## config.mk

```make
export PLATFORM = sky130hd
export DESIGN_NAME = user_leds_driver
export DESIGN_NICKNAME = d
export VERILOG_FILES = /design/src/rtl/user_leds_driver.sv
export SDC_FILE = /design/constraint.sdc
export NUM_CORES = 1
export LEC_CHECK = 0
export CAP_MARGIN = 25
export CORE_UTILIZATION = 39
export DETAILED_ROUTE_END_ITERATION = 8
export GPL_TIMING_DRIVEN = 0
export HOLD_SLACK_MARGIN = 0.03
export PLACE_DENSITY = 0.58
export SLEW_MARGIN = 20
export SYNTH_ARGS = -nofsm -noshare
export SYNTH_HDL_FRONTEND = slang
export SYNTH_SLANG_ARGS = --single-unit
```

## constraint.sdc

```tcl
create_clock -name clk -period 6.5 [get_ports clk]
set_input_delay 1.3 -clock clk [delete_from_list [all_inputs] [get_ports clk]]
set_output_delay 1.3 -clock clk [all_outputs]
set_load 0.005 [all_outputs]
```

## src/rtl/user_leds_driver.sv

```systemverilog
// Register-mapped driver for the eight board user LEDs: pattern, per-LED blink,
// programmable blink half-period and global PWM brightness, with readback.
module user_leds_driver #(
    parameter logic [31:0] DEFAULT_PERIOD = 32'd25_000_000,
    parameter bit          ACTIVE_LOW     = 1'b1
) (
    input  logic        clk,
    input  logic        reset,
    input  logic [7:0]  Addr,
    input  logic        WE,
    input  logic [31:0] Din,
    output logic [31:0] Dout,
    output logic [7:0]  user_led
);

    localparam logic [7:0] LED_OFF = ACTIVE_LOW ? 8'hFF : 8'h00;

    logic [7:0]  data_q, blink_q, duty_q;
    logic [31:0] period_q;
    logic [31:0] blink_cnt_q, blink_cnt_d;
    logic        blink_phase_q, blink_phase_d;
    logic [7:0]  pwm_cnt_q;
    logic [7:0]  led_q, led_d;

    logic [1:0]  sel;
    logic        wr_data, wr_blink, wr_period, wr_duty;
    logic [31:0] period_eff;
    logic        pwm_on;
    logic [7:0]  lit;
    logic        unused_addr;

    assign sel         = Addr[3:2];
    assign unused_addr = ^{Addr[7:4], Addr[1:0]};
    assign wr_data     = WE && (sel == 2'd0);
    assign wr_blink    = WE && (sel == 2'd1);
    assign wr_period   = WE && (sel == 2'd2);
    assign wr_duty     = WE && (sel == 2'd3);

    always_ff @(posedge clk or negedge reset) begin
        if (!reset) begin
            data_q   <= 8'h00;
            blink_q  <= 8'h00;
            period_q <= DEFAULT_PERIOD;
            duty_q   <= 8'hFF;
        end else begin
            if (wr_data)   data_q   <= Din[7:0];
            if (wr_blink)  blink_q  <= Din[7:0];
            if (wr_period) period_q <= Din;
            if (wr_duty)   duty_q   <= Din[7:0];
        end
    end

    // A PERIOD write restarts the blink cycle lit, overriding any wrap that cycle.
    always_comb begin
        period_eff    = (period_q == 32'd0) ? 32'd1 : period_q;
        blink_cnt_d   = blink_cnt_q + 32'd1;
        blink_phase_d = blink_phase_q;
        if (wr_period) begin
            blink_cnt_d   = 32'd0;
            blink_phase_d = 1'b1;
        end else if (blink_cnt_q >= period_eff - 32'd1) begin
            blink_cnt_d   = 32'd0;
            blink_phase_d = ~blink_phase_q;
        end
    end

    always_comb begin
        pwm_on = (duty_q == 8'hFF) || (pwm_cnt_q < duty_q);
        lit    = data_q & (~blink_q | {8{blink_phase_q}}) & {8{pwm_on}};
        led_d  = ACTIVE_LOW ? ~lit : lit;
    end

    always_ff @(posedge clk or negedge reset) begin
        if (!reset) begin
            blink_cnt_q   <= 32'd0;
            blink_phase_q <= 1'b1;
            pwm_cnt_q     <= 8'd0;
            led_q         <= LED_OFF;
        end else begin
            blink_cnt_q   <= blink_cnt_d;
            blink_phase_q <= blink_phase_d;
            pwm_cnt_q     <= pwm_cnt_q + 8'd1;
            led_q         <= led_d;
        end
    end

    always_comb begin
        Dout = 32'd0;
        case (sel)
            2'd0:    Dout = {24'd0, data_q};
            2'd1:    Dout = {24'd0, blink_q};
            2'd2:    Dout = period_q;
            default: Dout = {24'd0, duty_q};
        endcase
    end

    assign user_led = led_q;

endmodule

```

Word level (Yosys, flattened, before mapping) --
Cells that the tools add are included.
Storage, ports and cells: bits in latches 0, word-level logic and storage cells 37, bits of input ports 43, output and inout port bits 40, memories 0, bits in writable memories 0, register bits 105, memory bits (read-only) 0
Cells by class: mux-type cells 6, reductions and logical operators 8, shift operators 0, $mul 0, magnitude comparators 2, bitwise logic cells 6, $add $sub $neg 3, divide/modulo/power cells 0, equality and inequality tests 4
Operator list (count):
- 2-to-1 mux 32 bit | 3
- case mux 32 bit (3 select lines) | 1
- adder 32 x 1 -> 32 bit (second input constant) | 1
- >= comparator 32 bit | 1
- zero test 32 bit | 1
- subtractor 32 x 1 -> 32 bit (second input constant) | 1
- AND 8 bit | 2
- inverter 8 bit | 2
- adder 8 x 1 -> 8 bit (second input constant) | 1
- == test 8 bit (second input constant) | 1
- less-than comparator 8 bit | 1
- bitwise OR 8 bit | 1
- == test 2 bit (second input constant) | 2
- logical AND 1 bit | 4
- == test 2 x 1 -> 1 bit (second input constant) | 1
- zero test 2 bit | 1
- 2-to-1 mux 1 bit | 2
- nonzero test 2 bit | 1
- logical OR 1 bit | 1
- inverter 1 bit | 1

Depth between registers and ports, before layout --
Gate-level depths: netlist of the first run.
depth after elaboration 6, mapped depth 19, gate-level depth less buffers 18

Worst setup path after synthesis of the first run --
OpenSTA, ideal clock, no wires.
kind reg2reg, start point register period_q[18], end point register blink_cnt_q[10], data required time 6428 ps, cell stages (with the launch flop) 19, arrival 4417 ps, setup time 72 ps, period minus slack after synthesis 4490 ps, path buffers 1, path slack 2010 ps, path through dfstp_2 -> or4_1 -> or3_1 -> nor3_4 -> a21oi_1 -> ha_1 -> or4b_1 -> nor4_4 -> nand2_1 -> or3_1 -> xor2_1 -> ha_1 -> nand4_1 -> or3_1 -> a221oi_1 -> or4b_2 -> a31o_2 -> clkbuf_1 -> nor2_1
Between the ends: cells in the longest elaborated chain, start to end 6
RTL lines:
- start, declared | RTL line 19 | logic [31:0] period_q;
- start signal, assigned | RTL line 48 | if (wr_period) period_q <= Din;
- zero test 32 bit | RTL line 55 | period_eff = (period_q == 32'd0) ? 32'd1 : period_q;
- 2-to-1 mux 32 bit (*) | RTL line 55
- subtractor 32 x 1 -> 32 bit (*) | RTL line 61 | end else if (blink_cnt_q >= period_eff - 32'd1) begin
- >= comparator 32 bit (*) | RTL line 61
- 2-to-1 mux 32 bit (*) | RTL line 61
- 2-to-1 mux 32 bit (*) | RTL line 58 | if (wr_period) begin
- net blink_cnt_d[10] | RTL line 20 | logic [31:0] blink_cnt_q, blink_cnt_d;
- end signal, assigned | RTL line 80 | blink_cnt_q <= blink_cnt_d;
- end, declared | RTL line 20
Mark *: on every way through the listed nets, which the timed path passes. The rest lies on a longest branch. A chain may end at the register's enable or synchronous reset.

Final worst setup path of the first run --
start point register period_q[2], end point register blink_cnt_q[10]
The elaborated chain is that of the path after synthesis.

==> results.ini, run 1 <==
[final_layout]
final-instance-count-excl-fill=869
antennaDiodeCount=0
multiInputGateArea_mm2=0.00338
n_fill_cell=1398
nNetsFinal=738
regArea_mm2=0.00266
area_growth_pct=22.0
final_layout_size_suffix_gt1_share_pct=19.0

[die]
dieArea_mm2=0.0163
die_x_um=128
die_height_um=128
start_util_pct=40.2
ioPinCount=83
placementRows=45
core_mm2=0.0153

[timing]
fin_crit_sh_pct=87.5
worst_pin_slew_ns=0.809
slew_headroom_pct=46.0
finalHoldViolCount=0
rsz0062_at_grt=no
period_needed_ns=5.69
clock_skew_ns=0.00934
fin_tns_setup_ns=0
slew_violations=0
setup_violations=0
fmaxAchievable_mhz=176

[critical_path]
cp-end-kind=register
critical_path_class=register to register
reg2reg_depth=19
arrival_ns=5.91
crit_family=simple AND/OR/NAND/NOR gates
slowest_delay_ns=0.63
cp.buffers_inverters=1
critical_path_depth=19
cp_max_fo=10
slowest_stage=nor3b_1
cp-start-kind=register
crit_required_ns=6.72
crit_path_cell_trace=or4_1, nand3b_1, nor3_4, a21oi_1, ha_1, or4b_1, nor4_4, and2_1, nor3b_1, nand2_1, xor2_1, ha_1, nand4_1, nor4_1, nand2_1, o211ai_1, a31o_2, clkbuf_1, nor2_1

[synthesis]
yosysSeqAreaShare_pct=43.2
synthFlopType=dfrtp_1
synth_edf_count=0
synthCells=564
syn_area_per_cell_um2=10.9
yosys_register_bits=105
synth_nets=649
ys_types=49
yosys_warnings=0
syn_area_mm2=0.00616
synthArstFlopShare_pct=100

[placement]
dpl.hpwl_mm=11.1
place_inst=853
io_buffer_count=76
gp_congestion=0.835

[clock_network]
htreeDepth=3
clock_path_buffers=2
clk_latency_ns=0.36
cts_hold_buf=0
clk_pin_slew_ns=0.08
cts_buffers=9
cts_tree=done
root_buffer=clkbuf_16
cts_resized=0
post_cts_buffers=0
cts.sinks=105

[run_status]
outcome=finished clean

[grt]
antenna_found_initial=0
grt_max_degree=65
grt.overflow.total=0
grt_use_total_pct=19.6
grt_pass1_wl_mm=24.5
first_global_vias=4672

[drt]
viasPerCell=5.27
drt_iter0_drc=229
num_vias=4580
drc=0
wl_mm=14.8
ant_nets=0
first_pass_iters=4
routedWlPerCell_um=17.0

[power]
pwr-share-clk_pct=28.5
p_seq_share_pct=47.4
p_switching_w=0.000567
swShare_pct=30.0
internal_power_w=0.00132
ir_worst_vdd_mv=0.164
power_density_mw_per_mm2=251
pwr-share-comb_pct=24.0
leakage_nw=3.15

[worst_hold_path]
hold_path.class=register to register
worstHoldPathCells=1

[job]
maxCapViolations=0

==> logic make-up (layout without fill, tap and decap cells) <==
family          after synthesis  count (layout)  synth area share (%)
simple gates                223             223                  20.5
fa+ha+maj                    42              42                  8.53
mux                          65              65                  13.3
xor+xnor                     61              61                  8.67
buf+inv                      31             125                  1.91
flops                       105             105                  43.2
compound gates               37              37                  3.78
==> placed cells by master, fill, tap and decap left out, types with 2 or more instances in the layout <==
cell	n
dfrtp_1	76
clkdlybuf4s50_1	75
mux2_2	57
nor2_1	52
ha_1	42
xor2_1	32
nand2_1	30
xnor2_1	29
dfstp_2	29
and2_1	26
nand3_1	22
inv_1	17
a21oi_1	16
nand4_1	13
and3_1	11
clkbuf_1	10
nand2b_1	9
clkbuf_16	9
nor4_1	8
mux4_2	8
nand4b_1	7
or4_1	6
nor3_1	6
nand3b_1	6
or3_1	5
o21ai_0	5
nor2b_1	4
and4_1	4
buf_1	3
a21o_1	3
a221oi_1	3
nor3_4	2
o21a_1	2
a211oi_1	2
o211ai_1	2
clkinvlp_4	2
inv_8	2
==> power groups by stage <==
stage	clock, W	sequential (W)	combinational, W
finish	0.000539	0.000896	0.000454
detailed placement	0	0.000907	0.000457
CTS	0.000558	0.000896	0.000462
global placement	0	0.000902	0.000444
floorplan	0	0.000869	0.000279
global route	0.000582	0.000915	0.000510
==> worst paths after layout <==
path | startpoint | slack [ns] | to
max in group asynchronous | reset | 4.98 | duty_q[2]
min in group asynchronous | reset | 0.85 | period_q[17]
setup / recovery | period_q[2] | 0.81 | blink_cnt_q[10]
hold reg to reg | data_q[7] | 0.47 | user_led[7]
setup reg to reg | period_q[2] | 0.81 | blink_cnt_q[10]
hold / removal | data_q[7] | 0.47 | user_led[7]
==> through the flow <==
step | power [W] | hold slack [ns] | instance area [um^2] | setup slack, ns | utilization (%)
global route | 0.00201 | 0.490 | 7520 | 0.366 | 49.1
global placement | 0.00135 | 0.461 | 7180 | 0.123 | 46.9
finish | 0.00189 | 0.467 | 7520 | 0.812 | 49.1
floorplan | 0.00115 | 0.428 | 6160 | 2.01 | -
detailed placement | 0.00136 | 0.456 | 7230 | 0.944 | 47.2
CTS | 0.00192 | 0.469 | 7520 | 0.919 | 49.1
==> metal layers <==
| layer | routed length, um | vias to the layer above | track usage (%) | part of all wire (%) |
|---|---|---|---|---|
| met3 | 461 | 18 | 3.55 | 3.1 |
| met5 | 0 | - | 0 | 0 |
| met1 | 7260 | 2287 | 27.2 | 49 |
| li1 | - | 2186 | - | - |
| met4 | 242 | 0 | 6.16 | 1.6 |
| met2 | 6830 | 89 | 31.3 | 46 |
==> flip-flops by register name, summed over array words and instances, names as in the netlist <==
| register | count |
|---|---|
| duty_q | 8 |
| blink_cnt_q | 32 |
| blink_phase_q | 1 |
| blink_q | 8 |
| pwm_cnt_q | 8 |
| data_q | 8 |
| period_q | 32 |
| user_led | 8 |
==> Yosys cell counts (all sizes together) (2+ instances only) <==
cell type,instances,share of area [%]
dfrtp,76,31
mux2,57,10
nor2,52,3.2
ha,42,8.5
xor2,32,4.6
nand2,31,1.9
dfstp,29,12
xnor2,29,4.1
and2,26,2.6
nand3,22,1.8
inv,17,1.0
a21oi,16,1.3
nand4,13,1.3
and3,11,1.1
clkbuf,10,0.61
nor4,10,1.4
nand2b,9,0.91
nor3,9,1.2
mux4,8,2.9
nand4b,7,1.0
or4,7,0.91
nand3b,6,0.73
or3,6,0.69
o21ai,5,0.41
and4,4,0.57
buf,4,0.26
nor2b,4,0.41
a21o,3,0.37
a221oi,3,0.43
a211oi,2,0.24
nor3b,2,0.24
o211ai,2,0.24
o21a,2,0.24
or4b,2,0.33
==> cell type report <==
cell class	count	share of cell area, %
multi-input combinational	428	45.0
inverter	17	0.849
buffer	14	0.716
sequential	105	35.4
timing repair buffer	78	10.6
clock inverter	6	0.683
clock buffer	10	3.18
tap	211	3.51
No activity file was read; power rests on OpenSTA's default activity.
==> run 2, diff against run 1 <==
--- a/config.mk
+++ b/config.mk
@@ -6,6 +6,7 @@
 export NUM_CORES = 1
 export LEC_CHECK = 0
 export CAP_MARGIN = 25
+export CORE_MARGIN = 2
 export CORE_UTILIZATION = 39
 export DETAILED_ROUTE_END_ITERATION = 8
 export GPL_TIMING_DRIVEN = 0
==> run 2 against run 1 <==
Total power is 3.0% higher. Die area is 3.2% higher. Routed wire length is 1.0% lower. Utilization is 0.15 points higher. Sequential share of layout area is 0.11 points lower. Flip-flop and latch count stayed put. Global-route usage is 1.0 points lower. Critical endpoint is now blink_cnt_q[6]. Combinational power hardly changed.
==> results.ini, run 2 (synthesis results as in run 1) <==
[run_status]
outcome=finished clean

[clock_network]
htreeDepth=3  ; unchanged
clock_path_buffers=2  ; unchanged
clk_latency_ns=0.35  ; about the same
cts_tree=done
clk_pin_slew_ns=0.07  ; about the same
root_buffer=clkbuf_16
post_cts_buffers=0  ; unchanged
cts_buffers=9  ; unchanged
cts_hold_buf=0  ; unchanged
cts_resized=0  ; unchanged
cts.sinks=105  ; unchanged

[timing]
setup_violations=0  ; unchanged
fin_crit_sh_pct=86.4  ; -1.1 points
fin_tns_setup_ns=0  ; unchanged
finalHoldViolCount=0  ; unchanged
worst_pin_slew_ns=0.919  ; +0.110 ns
slew_headroom_pct=38.2  ; -7.9 points
rsz0062_at_grt=no
period_needed_ns=5.62  ; -0.0710 ns
clock_skew_ns=0.0102  ; +0.000817 ns
fmaxAchievable_mhz=178  ; +1.3%
slew_violations=0  ; unchanged

[critical_path]
arrival_ns=5.83  ; -0.08 ns
slowest_delay_ns=0.53  ; -0.10 ns
crit_path_cell_trace=or4_1, nand3b_1, nor3_4, a21oi_1, ha_1, or4b_1, nor4_4, nand2_1, or3_1, xor2_1, ha_1, nand4_1, or3_1, a221oi_1, or4b_2, a31o_2, clkbuf_1, nor2_1
cp_max_fo=10  ; unchanged
cp-start-kind=register
cp-end-kind=register
critical_path_class=register to register
crit_required_ns=6.71  ; about the same
slowest_stage=or4b_1

[grt]
grt_pass1_wl_mm=24.3  ; -0.96%
grt_max_degree=66  ; +1.5%
grt_use_total_pct=18.6  ; -1.0 points
first_global_vias=4598  ; -1.6%
antenna_found_initial=0  ; unchanged
grt.overflow.total=0  ; unchanged

[drt]
routedWlPerCell_um=16.9  ; -0.93%
drc=0  ; unchanged
wl_mm=14.6  ; -1.0%
num_vias=4526  ; -1.2%
drt_iter0_drc=240  ; +4.8%
viasPerCell=5.21  ; -1.1%
first_pass_iters=4  ; unchanged
ant_nets=0  ; unchanged

[placement]
gp_congestion=0.849  ; +1.6%
io_buffer_count=76  ; unchanged
dpl.hpwl_mm=11.0  ; -0.25%
place_inst=852  ; -0.12%

[final_layout]
layout_common_cells=dfrtp_1, clkdlybuf4s50_1, mux2_2
final-instance-count-excl-fill=868  ; -0.12%
layout_commonest_cell=dfrtp_1
final_layout_size_suffix_gt1_share_pct=18.6  ; -0.43 points
antennaDiodeCount=0  ; unchanged
area_growth_pct=22.4
reg.largest.list=blink_cnt_q (32), period_q (32)
nNetsFinal=737  ; -0.14%
finalCoreUtilization_pct=49.2  ; +0.15 points

[die]
die_x_um=130  ; +1.6%
ioPinCount=83  ; unchanged
start_util_pct=40.2  ; unchanged
core_mm2=0.0153  ; unchanged
placementRows=45  ; unchanged
dieArea_mm2=0.0168  ; +3.2%
die_height_um=130  ; +1.6%

[power]
power_density_mw_per_mm2=258  ; +2.7%
ir_worst_vdd_mv=0.145  ; -12%
total_power_w=0.00195  ; +3.0%
leakage_nw=3.16  ; +0.27%

[worst_hold_path]
hold_path.class=register to register

[job]
maxCapViolations=0  ; unchanged

==> run 2: power by group <==
group	total, W	internal [W]	switching [W]	leakage, nW
Combinational	0.000453	0.000263	0.000190	1.73
Sequential	0.000896	0.000783	0.000113	1.27
Clock	0.000597	0.000342	0.000254	0.152
Total	0.00195	0.00139	0.000557	3.16
==> run 2: area by class of cell <==
cell class,count,area [um^2]
well taps,211,264
fillers,1416,7780
repair buffers,77,790
inverters,17,63.8
flip-flops and latches,105,2660
plain buffers,14,53.8
multi-input cells,428,3380
clock buffers,11,233
clock inverters,5,87.6
==> run 2: metrics by stage <==
step | instance area (um^2) | setup WS (ns) | hold slack (ns)
after floorplan | 6160 | 2.01 | 0.428
after global placement | 7180 | 0.0932 | 0.462
after detailed placement | 7220 | 0.915 | 0.459
after CTS | 7540 | 0.895 | 0.465
after global routing | 7540 | 0.419 | 0.495
final | 7540 | 0.883 | 0.467
==> run 2: worst max-delay path: cells and delay by family, from the launching register on <==
family	cells	cell delay [ns]
buffers and inverters	1	0.46
xor gates and xnor gates	1	0.15
adders and majority gates	2	0.54
and+or+nand+nor	11	3.01
DFF	1	0.49
AOI/OAI and AO/OA	3	0.80
==> run 2: metal layers <==
layer	part of all wire (%)	GRT usage [%]
met1	49	26.4
met2	46	29.1
met3	3.5	4.25
met4	1.2	4.49
met5	0	0
==> run 2: path summary, 6_finish.rpt <==
| path | from | endpoint | slack (ns) | cells after the start |
|---|---|---|---|---|
| worst min register to register | data_q[1] | user_led[1] | 0.47 | 1 |
| min in group asynchronous | reset | period_q[10] | 0.85 | 1 |
| worst max-delay path | period_q[2] | blink_cnt_q[6] | 0.88 | 18 |
| worst min-delay path | data_q[1] | user_led[1] | 0.47 | 1 |
| worst max register to register | period_q[2] | blink_cnt_q[6] | 0.88 | 18 |
| max in group asynchronous | reset | duty_q[2] | 4.97 | 2 |
==> run 3, diff against run 2 <==
--- a/config.mk
+++ b/config.mk
@@ -9,10 +9,9 @@
 export CORE_MARGIN = 2
 export CORE_UTILIZATION = 39
 export DETAILED_ROUTE_END_ITERATION = 8
-export GPL_TIMING_DRIVEN = 0
 export HOLD_SLACK_MARGIN = 0.03
+export MAX_ROUTING_LAYER = met4
 export PLACE_DENSITY = 0.58
-export SLEW_MARGIN = 20
 export SYNTH_ARGS = -nofsm -noshare
 export SYNTH_HDL_FRONTEND = slang
 export SYNTH_SLANG_ARGS = --single-unit
==> run 3 against run 2 <==
Combinational power decreased by 4%. Clock skew up 0.0030 ns. Final area decreased by 0.35%. Sequential power up 1%. Critical path type unchanged. Largest cell class unchanged. Largest power group unchanged.
==> results.ini, run 3 (synthesis results as in run 1) <==
[clock_network]
post_cts_buffers=0  ; unchanged
cts_hold_buf=0  ; unchanged
clk_pin_slew_ns=0.08  ; about the same
cts_buffers=9  ; unchanged
root_buffer=clkbuf_16
cts_tree=done
clk_latency_ns=0.36  ; about the same
cts.sinks=105  ; unchanged
clock_path_buffers=2  ; unchanged
htreeDepth=3  ; unchanged
cts_resized=0  ; unchanged

[run_status]
outcome=finished clean

[timing]
worst_pin_slew_ns=0.838  ; -0.0809 ns
fmaxAchievable_mhz=176  ; -0.87%
slew_headroom_pct=43.6  ; +5.4 points
finalHoldViolCount=0  ; unchanged
setup_violations=0  ; unchanged
fin_tns_setup_ns=0  ; unchanged
fin_crit_sh_pct=87.2  ; +0.76 points
period_needed_ns=5.67  ; +0.0495 ns
rsz0062_at_grt=no
slew_violations=0  ; unchanged
clock_skew_ns=0.0132  ; +0.00303 ns

[drt]
viasPerCell=5.25  ; +0.78%
drt_iter0_drc=226  ; -5.8%
first_pass_iters=4  ; unchanged
routedWlPerCell_um=16.7  ; -1.0%
ant_nets=0  ; unchanged
drc=0  ; unchanged
num_vias=4514  ; -0.27%
wl_mm=14.3  ; -2.1%

[power]
p_seq_share_pct=46.5  ; +0.5 points
internal_power_w=0.00139  ; about the same
p_switching_w=0.000567  ; +1.8%
ir_worst_vdd_mv=0.147  ; +1.6%
swShare_pct=29.0  ; +0.34 points
power_density_mw_per_mm2=260  ; +0.90%
leakage_nw=3.16  ; +0.28%
pwr-share-comb_pct=22.3  ; -1.0 points
pwr-share-clk_pct=31.2  ; +0.5 points

[grt]
antenna_found_initial=0  ; unchanged
first_global_vias=4812  ; +4.7%
grt_use_total_pct=19.0  ; +0.40 points
grt_pass1_wl_mm=24.2  ; -0.43%
grt_max_degree=64  ; -3.0%
grt.overflow.total=0  ; unchanged

[worst_hold_path]
hold_path.class=register to register

[final_layout]
final-instance-count-excl-fill=859  ; -1.0%
nNetsFinal=728  ; -1.2%
layout_commonest_cell=dfrtp_1
layout_common_cells=dfrtp_1, clkdlybuf4s50_1, mux2_2
finalCoreUtilization_pct=49.1  ; -0.17 points
antennaDiodeCount=0  ; unchanged
reg.largest.list=blink_cnt_q (32), period_q (32)
final_layout_size_suffix_gt1_share_pct=19.6  ; +1.0 points
area_growth_pct=22.0

[placement]
gp_congestion=0.823  ; -3.1%
dpl.hpwl_mm=10.5  ; -4.6%
io_buffer_count=76  ; unchanged
place_inst=843  ; -1.1%

[die]
ioPinCount=83  ; unchanged
placementRows=45  ; unchanged
die_x_um=130  ; unchanged
die_height_um=130  ; unchanged
start_util_pct=40.2  ; unchanged
dieArea_mm2=0.0168  ; unchanged
core_mm2=0.0153  ; unchanged

[critical_path]
arrival_ns=5.95  ; +0.12 ns
crit_required_ns=6.78  ; +0.07 ns
critical_path_class=register to register
cp_max_fo=14  ; +4
cp-start-kind=register
cp-end-kind=register

[job]
maxCapViolations=0  ; unchanged

run 3: power by group through the flow:
stage / registers, W / logic, W / clock network, W
6_report: 0.000909 / 0.000437 / 0.000610
5_1_grt: 0.000927 / 0.000493 / 0.000656
4_1_cts: 0.000911 / 0.000444 / 0.000632
3_5_place_dp: 0.000922 / 0.000439 / 0
3_3_place_gp: 0.000914 / 0.000429 / 0
2_1_floorplan: 0.000869 / 0.000279 / 0
run 3: per-stage QoR:
step | setup slack [ns] | area (um^2) | power (W) | hold WS, ns
after floorplan | 2.01 | 6160 | 0.00115 | 0.428
after CTS | 0.831 | 7510 | 0.00199 | 0.469
after detailed placement | 0.875 | 7170 | 0.00136 | 0.458
after global placement | 1.03 | 7170 | 0.00134 | 0.462
final | 0.834 | 7510 | 0.00196 | 0.467
after global routing | 0.418 | 7510 | 0.00208 | 0.494
run 3: layout make-up:
| class | count | area, um^2 |
|---|---|---|
| multi-input cells | 428 | 3380 |
| repair buffers | 82 | 803 |
| inverters | 17 | 63.8 |
| fillers | 1412 | 7800 |
| clock inverters | 7 | 114 |
| clock buffers | 9 | 225 |
| well taps | 211 | 264 |
| flip-flops and latches | 105 | 2660 |
run 3: worst paths after layout:
kind | cells past startpoint | end | start | slack [ns]
worst max-delay path | 18 | blink_phase_q | period_q[2] | 0.83
worst min-delay path | 1 | user_led[1] | data_q[1] | 0.47
worst max register to register | 18 | blink_phase_q | period_q[2] | 0.83
worst min register to register | 1 | user_led[1] | data_q[1] | 0.47
max in group asynchronous | 2 | blink_cnt_q[10] | reset | 4.35
min in group asynchronous | 1 | period_q[10] | reset | 0.95
run 3: metal layers:
layer	wire (um)	track usage, %	share of wire (%)
met5	0	-	0
met4	338	7.08	2.4
met3	404	4.05	2.8
met2	6500	28.9	45
met1	7090	25.1	49
run 3: worst max-delay path: stages, from the launching register on:
cell	delay [ns]
dfrtp_1	0.52
or4_1	0.24
nand3b_1	0.33
nor3_4	0.11
a21oi_1	0.19
ha_1	0.23
or4b_1	0.53
nor4_4	0.31
and2_1	0.31
nor3b_1	0.68
nand2_1	0.16
xor2_1	0.18
ha_1	0.32
nand4_1	0.15
nor4_1	0.39
nand2_1	0.10
o211ai_1	0.11
a31o_2	0.33
mux2_2	0.38
